## config.mk

```make
export PLATFORM = sky130hd
export DESIGN_NAME = memory_bus_arbiter
export DESIGN_NICKNAME = d
export VERILOG_FILES = /design/src/rtl/memory_bus_arbiter_pkg.sv /design/src/rtl/memory_bus_arbiter.sv
export SDC_FILE = /design/constraint.sdc
export NUM_CORES = 1
export LEC_CHECK = 0
export CORE_AREA = 2 2 155 157
export CTS_CLUSTER_DIAMETER = 80
export DETAILED_ROUTE_END_ITERATION = 16
export DIE_AREA = 0 0 157 159
export PLACE_DENSITY_LB_ADDON = 0.2
export SYNTH_ARGS = -nofsm -noshare
export SYNTH_HDL_FRONTEND = slang
export SYNTH_SLANG_ARGS = --single-unit
```

## constraint.sdc

```tcl
create_clock -name clk -period 3.2 [get_ports clk]
set_clock_uncertainty 0.15 [all_clocks]
set_input_delay 0.64 -clock clk [delete_from_list [all_inputs] [get_ports clk]]
set_output_delay 0.64 -clock clk [all_outputs]
set_load 0.03 [all_outputs]
```

## src/rtl/memory_bus_arbiter_pkg.sv

```systemverilog
`default_nettype none
// ============================================================================
// Module      : memory_bus_arbiter_pkg
// Description : Shared types for the fetch/store memory bus arbiter.
// Revision    : 1.0 - initial release
// ============================================================================
package memory_bus_arbiter_pkg;

    localparam int ADDR_W = 21;
    localparam int DATA_W = 64;

    typedef logic [ADDR_W-1:0] phys_memory_address_t;
    typedef logic [DATA_W-1:0] mem_word_t;

    typedef enum logic [1:0] {
        ST_IDLE  = 2'd0,
        ST_ISSUE = 2'd1,
        ST_WAIT  = 2'd2,
        ST_RESP  = 2'd3
    } arb_state_t;

    typedef enum logic {
        REQ_FETCH = 1'b0,
        REQ_STORE = 1'b1
    } requester_t;

    // Timeout counter is at least 8 bits and always wide enough to hold the limit.
    function automatic int timeout_cnt_width(input int unsigned cycles);
        int w;
        w = $clog2(cycles + 1);
        return (w > 8) ? w : 8;
    endfunction

endpackage
`default_nettype wire

```

## src/rtl/memory_bus_arbiter.sv

```systemverilog
`default_nettype none
// ============================================================================
// Module      : memory_bus_arbiter
// Description : Round-robin arbiter granting a fetch port and a load/store
//               port single-outstanding access to one DRAM request channel,
//               with a transaction timeout and sticky error flag.
// Revision    : 1.0 - initial release
// ============================================================================
module memory_bus_arbiter
    import memory_bus_arbiter_pkg::*;
#(
    parameter int unsigned TIMEOUT_CYCLES = 255
) (
    input  logic                 clk,
    input  logic                 rst_n,
    // fetch port (read only)
    input  logic                 f_req_valid,
    input  phys_memory_address_t f_req_addr,
    output logic                 f_req_ready,
    output logic                 f_resp_valid,
    output mem_word_t            f_resp_data,
    // load/store port
    input  logic                 s_req_valid,
    input  logic                 s_req_write,
    input  phys_memory_address_t s_req_addr,
    input  mem_word_t            s_req_wdata,
    output logic                 s_req_ready,
    output logic                 s_resp_valid,
    output mem_word_t            s_resp_data,
    // DRAM side
    output logic                 m_req_valid,
    output logic                 m_req_write,
    output phys_memory_address_t m_req_addr,
    output mem_word_t            m_req_wdata,
    input  logic                 m_req_ready,
    input  logic                 m_resp_valid,
    input  mem_word_t            m_resp_data,
    // status
    output logic                 timeout_err
);

    localparam int                c_cnt_w   = timeout_cnt_width(TIMEOUT_CYCLES);
    localparam logic [c_cnt_w-1:0] c_timeout = c_cnt_w'(TIMEOUT_CYCLES);

    arb_state_t           r_state;
    requester_t           r_last_grant;
    requester_t           r_owner;
    logic [c_cnt_w-1:0]   r_cnt;
    logic                 r_timeout_err;
    logic                 r_m_req_valid;
    logic                 r_m_req_write;
    phys_memory_address_t r_m_req_addr;
    mem_word_t            r_m_req_wdata;
    logic                 r_f_resp_valid;
    logic                 r_s_resp_valid;
    mem_word_t            r_f_resp_data;
    mem_word_t            r_s_resp_data;

    logic                 w_grant_any;
    requester_t           w_grant_id;
    logic [c_cnt_w-1:0]   w_cnt_inc;
    logic                 w_cnt_expired;

    // Grant decision: only in IDLE; on a tie the port not granted last wins.
    always_comb begin
        w_grant_any = 1'b0;
        w_grant_id  = REQ_FETCH;
        if (r_state == ST_IDLE) begin
            if (f_req_valid && s_req_valid) begin
                w_grant_any = 1'b1;
                w_grant_id  = (r_last_grant == REQ_STORE) ? REQ_FETCH : REQ_STORE;
            end else if (f_req_valid) begin
                w_grant_any = 1'b1;
                w_grant_id  = REQ_FETCH;
            end else if (s_req_valid) begin
                w_grant_any = 1'b1;
                w_grant_id  = REQ_STORE;
            end
        end
    end

    // The count never exceeds the limit because expiry forces IDLE.
    assign w_cnt_inc     = r_cnt + c_cnt_w'(1);
    assign w_cnt_expired = (w_cnt_inc >= c_timeout);

    // Ready is a same-cycle acknowledge; rst_n gating keeps it low while reset
    // is asserted even though the held-in-reset state is IDLE.
    assign f_req_ready = rst_n & w_grant_any & (w_grant_id == REQ_FETCH);
    assign s_req_ready = rst_n & w_grant_any & (w_grant_id == REQ_STORE);

    assign m_req_valid  = r_m_req_valid;
    assign m_req_write  = r_m_req_write;
    assign m_req_addr   = r_m_req_addr;
    assign m_req_wdata  = r_m_req_wdata;
    assign f_resp_valid = r_f_resp_valid;
    assign f_resp_data  = r_f_resp_data;
    assign s_resp_valid = r_s_resp_valid;
    assign s_resp_data  = r_s_resp_data;
    assign timeout_err  = r_timeout_err;

    // Transaction FSM with registered DRAM request and response outputs.
    always_ff @(posedge clk or negedge rst_n) begin
        if (!rst_n) begin
            r_state        <= ST_IDLE;
            r_last_grant   <= REQ_STORE;
            r_owner        <= REQ_FETCH;
            r_cnt          <= '0;
            r_timeout_err  <= 1'b0;
            r_m_req_valid  <= 1'b0;
            r_m_req_write  <= 1'b0;
            r_m_req_addr   <= '0;
            r_m_req_wdata  <= '0;
            r_f_resp_valid <= 1'b0;
            r_s_resp_valid <= 1'b0;
            r_f_resp_data  <= '0;
            r_s_resp_data  <= '0;
        end else begin
            case (r_state)
                ST_IDLE: begin
                    if (w_grant_any) begin
                        r_owner       <= w_grant_id;
                        r_last_grant  <= w_grant_id;
                        r_cnt         <= '0;
                        r_m_req_valid <= 1'b1;
                        if (w_grant_id == REQ_FETCH) begin
                            r_m_req_write <= 1'b0;
                            r_m_req_addr  <= f_req_addr;
                            r_m_req_wdata <= '0;
                        end else begin
                            r_m_req_write <= s_req_write;
                            r_m_req_addr  <= s_req_addr;
                            r_m_req_wdata <= s_req_wdata;
                        end
                        r_state <= ST_ISSUE;
                    end
                end
                ST_ISSUE: begin
                    r_cnt <= w_cnt_inc;
                    // The timeout budget is a hard deadline and wins over a
                    // handshake arriving in the same cycle.
                    if (w_cnt_expired) begin
                        r_timeout_err <= 1'b1;
                        r_m_req_valid <= 1'b0;
                        r_state       <= ST_IDLE;
                    end else if (m_req_ready) begin
                        r_m_req_valid <= 1'b0;
                        r_state       <= ST_WAIT;
                    end
                end
                ST_WAIT: begin
                    r_cnt <= w_cnt_inc;
                    if (w_cnt_expired) begin
                        r_timeout_err <= 1'b1;
                        r_state       <= ST_IDLE;
                    end else if (m_resp_valid) begin
                        if (r_owner == REQ_FETCH) begin
                            r_f_resp_valid <= 1'b1;
                            r_f_resp_data  <= m_resp_data;
                        end else begin
                            r_s_resp_valid <= 1'b1;
                            r_s_resp_data  <= r_m_req_write ? '0 : m_resp_data;
                        end
                        r_state <= ST_RESP;
                    end
                end
                ST_RESP: begin
                    r_f_resp_valid <= 1'b0;
                    r_s_resp_valid <= 1'b0;
                    r_f_resp_data  <= '0;
                    r_s_resp_data  <= '0;
                    r_state        <= ST_IDLE;
                end
                default: begin
                    r_state <= ST_IDLE;
                end
            endcase
        end
    end

endmodule
`default_nettype wire

```

==> key figures <==
Timing
  • F_max: 338 MHz
  • Slew HR: 0.397
  • Min Tclk post-route: 2.96 ns
  • Sum Neg Setup Slack: 0 ns
  • Max Slew Vio Count: 0
  • Least-Margin Pin Slew: 0.904 ns
  • Count of final setup violators: 0
  • Final hold violations: 0
  • Unrepaired setup endpoints after global routing: no
  • Final setup margin: 0.238 ns
  • Tcrit/Tclk final: 0.926

Clocking
  • Cts bufs inserted: 25
  • Skew-Pair Late Insertion Delay: 0.52 ns
  • Clk sink count: 230
  • Setup bufs post-CTS: 0
  • H-tree depth: 1
  • CTS Buffer Depth: 3
  • Post_cts resized: 1
  • Clock slew at reported path FFs: 0.06 ns
  • Number of hold buffers added after CTS: 0
  • Root Driver: clkbuf_16
  • CTS tree: built

Synth
  • Mapped cell area: 0.00909 mm2
  • Avg Cell Area, Syn: 13.9 um2
  • Post-synthesis cell type count: 44
  • Post-Synth Simple-Gate Area: 0.0336
  • Cell taking the most area after synthesis: dfrtp_1
  • Number of flops mapped to enable cells by yosys: 0
  • Ys Warns: 0
  • Most used DFF post-synth: dfrtp_1
  • Adder-cell share of the synthesized area: 0.00964
  • Mux share of post-synthesis cell area: 0.0231
  • Yosys top cell area share: 0.631
  • Sequential share of the synthesized area: 0.634
  • Synth Instances: 653
  • Syn_nets: 837
  • XOR/XNOR share of the synthesized area: 0
  • Ys async rst share: 1.00
  • Largest family of logic cells by synthesized area: compound AO/OA/AOI/OAI gates
  • Yosys reg bits: 230
  • Compound-Gate Fraction of Synth Area: 0.259
  • Top cells by area, synth: dfrtp_1 (63%), a32o_1 (14%), a22o_1 (6.7%), mux2i_1 (2.3%), clkbuf_1 (1.5%)

Place
  • Place WS: 0.234 ns
  • Port Buffers: 396
  • DP HPWL: 19800 um
  • GPL Wtd Cong: 0.809
  • Placed Area: 0.0133 mm2
  • Placed cell count: 1320

Routing
  • Via density: 5.45
  • Pre-antenna DRT Iters: 5
  • Final wirelength: 29100 um
  • Wire length per cell: 21.3 um
  • Antenna-violating nets left: 0
  • Via Count: 7452
  • Drt drc: 0
  • Number of DRC markers in iteration 0: 534

Power
  • Design Power: 16000 uW
  • Leak: 0.00607 uW
  • PD cells: 1130 mW/mm2
  • Maximum vdd drop: 0.619 mV

Global route
  • First-pass GRT wire length: 45500 um
  • Vias in the first global route: 7705
  • Initial antenna violation count: 4
  • Pin count of the biggest net entering global routing: 108
  • Total global-route track usage: 0.230
  • Gr ovfl total: 0

Outcome
  • Run status: complete, no violations

Floorplan
  • # IOs: 397
  • # rows: 56
  • Die area: 0.0250 mm2
  • CORE AREA: 0.0232 mm2
  • Die Span Y: 159 um
  • Die span in x: 157 um
  • Initial Util: 0.392

Final layout
  • Layout area overhead: 55.6%
  • Most frequent cells in the layout: clkdlybuf4s50_1 (393), dfrtp_1 (229), a32o_1 (129)
  • Non-filler cells in the finished layout: 1367
  • Share of cells above drive strength 1: 0.0709
  • Post-layout net count: 1212
  • Most common cell after layout, fill and taps aside: clkdlybuf4s50_1
  • Final instance area: 0.0141 mm2

Setup path
  • Kind of critical path: flop to primary output
  • Crit path capture type: primary output
  • CP Max Fanout: 6
  • R2R Setup Slk: 0.67 ns
  • Critical Path RT: 2.41 ns
  • Startpoint class of the critical path: flop
  • CP arrival: 2.17 ns

Hold path
  • Hold Crit Class: input port to asynchronous set/reset pin

Job
  • Max_cap viols: 0
## final cells by class
cell class	instances	area [um2]
multi-input cells	351	3010
flip-flops and latches	230	5760
diodes	4	10.0
well taps	319	399
clock inverters	4	45.0
clock buffers	39	748
repair buffers	415	4160
inverters	5	18.8
fillers	1903	9050
## state kept, by name (all words and copies together) (netlist names), 2 cells and up
register and cells:
m_req_wdata 64, f_resp_data 64, r_cnt 8, s_resp_data 64
m_req_addr 21, r_state 2
## cell families after synthesis
kind of cell | after synthesis
flops | 230
compound gates | 260
fa+ha+maj | 7
simple gates | 63
buf+inv | 72
mux | 21
## cells in the mapped netlist (all sizes together), types with 3 or more instances
library cell  instances
a21o                  7
a21oi                 4
a22o                 70
a32o                130
and2                  4
and3                  3
buf                  30
clkbuf               37
dfrtp               229
ha                    7
inv                   5
mux2i                21
nand2                32
nand3                 3
nor2                  5
nor2b                 4
nor3                  5
o21ai                32
o22ai                 4
## power by group
group          total, uW  internal (uW)  switching, uW
logic               8190           3530           4660
clock network       2810           1670           1130
registers           5050           4250            796
## path summary, 6_finish.rpt
| path | from | end | cells after the start |
|---|---|---|---|
| min in group clk | m_req_addr[7] | m_req_addr[7] | 2 |
| max in group asynchronous | rst_n | m_req_wdata[37] | 3 |
| setup / recovery | r_state[0] | f_req_ready | 6 |
| setup reg to reg | r_cnt[0] | s_resp_data[59] | 7 |
| hold reg to reg | m_req_addr[7] | m_req_addr[7] | 2 |
| hold / removal | rst_n | f_resp_data[62] | 2 |
## routing by layer
layer,track usage,part of all wire,up-vias
li1,-,-,3350
met1,0.287,0.39,3746
met2,0.377,0.48,311
met3,0.0789,0.099,45
met4,0.0705,0.027,0
met5,0,0,-
## metrics by stage
step	utilization	hold WS (ns)
3_3_place_gp	0.575	0.305
6_report	0.610	0.157
3_5_place_dp	0.575	0.320
4_1_cts	0.609	0.176
2_1_floorplan	-	0.194
5_1_grt	0.610	0.224
## worst max-delay path, cell delays in order, from the launching register on
cell and delay (ns):
dfrtp_1 0.41, inv_1 0.15, ha_1 0.33, nor2b_1 0.21, nand2_1 0.07, nor2_1 0.08, dlygate4sd2_1 0.41
Note: power is estimated with default switching activity, not from simulation.
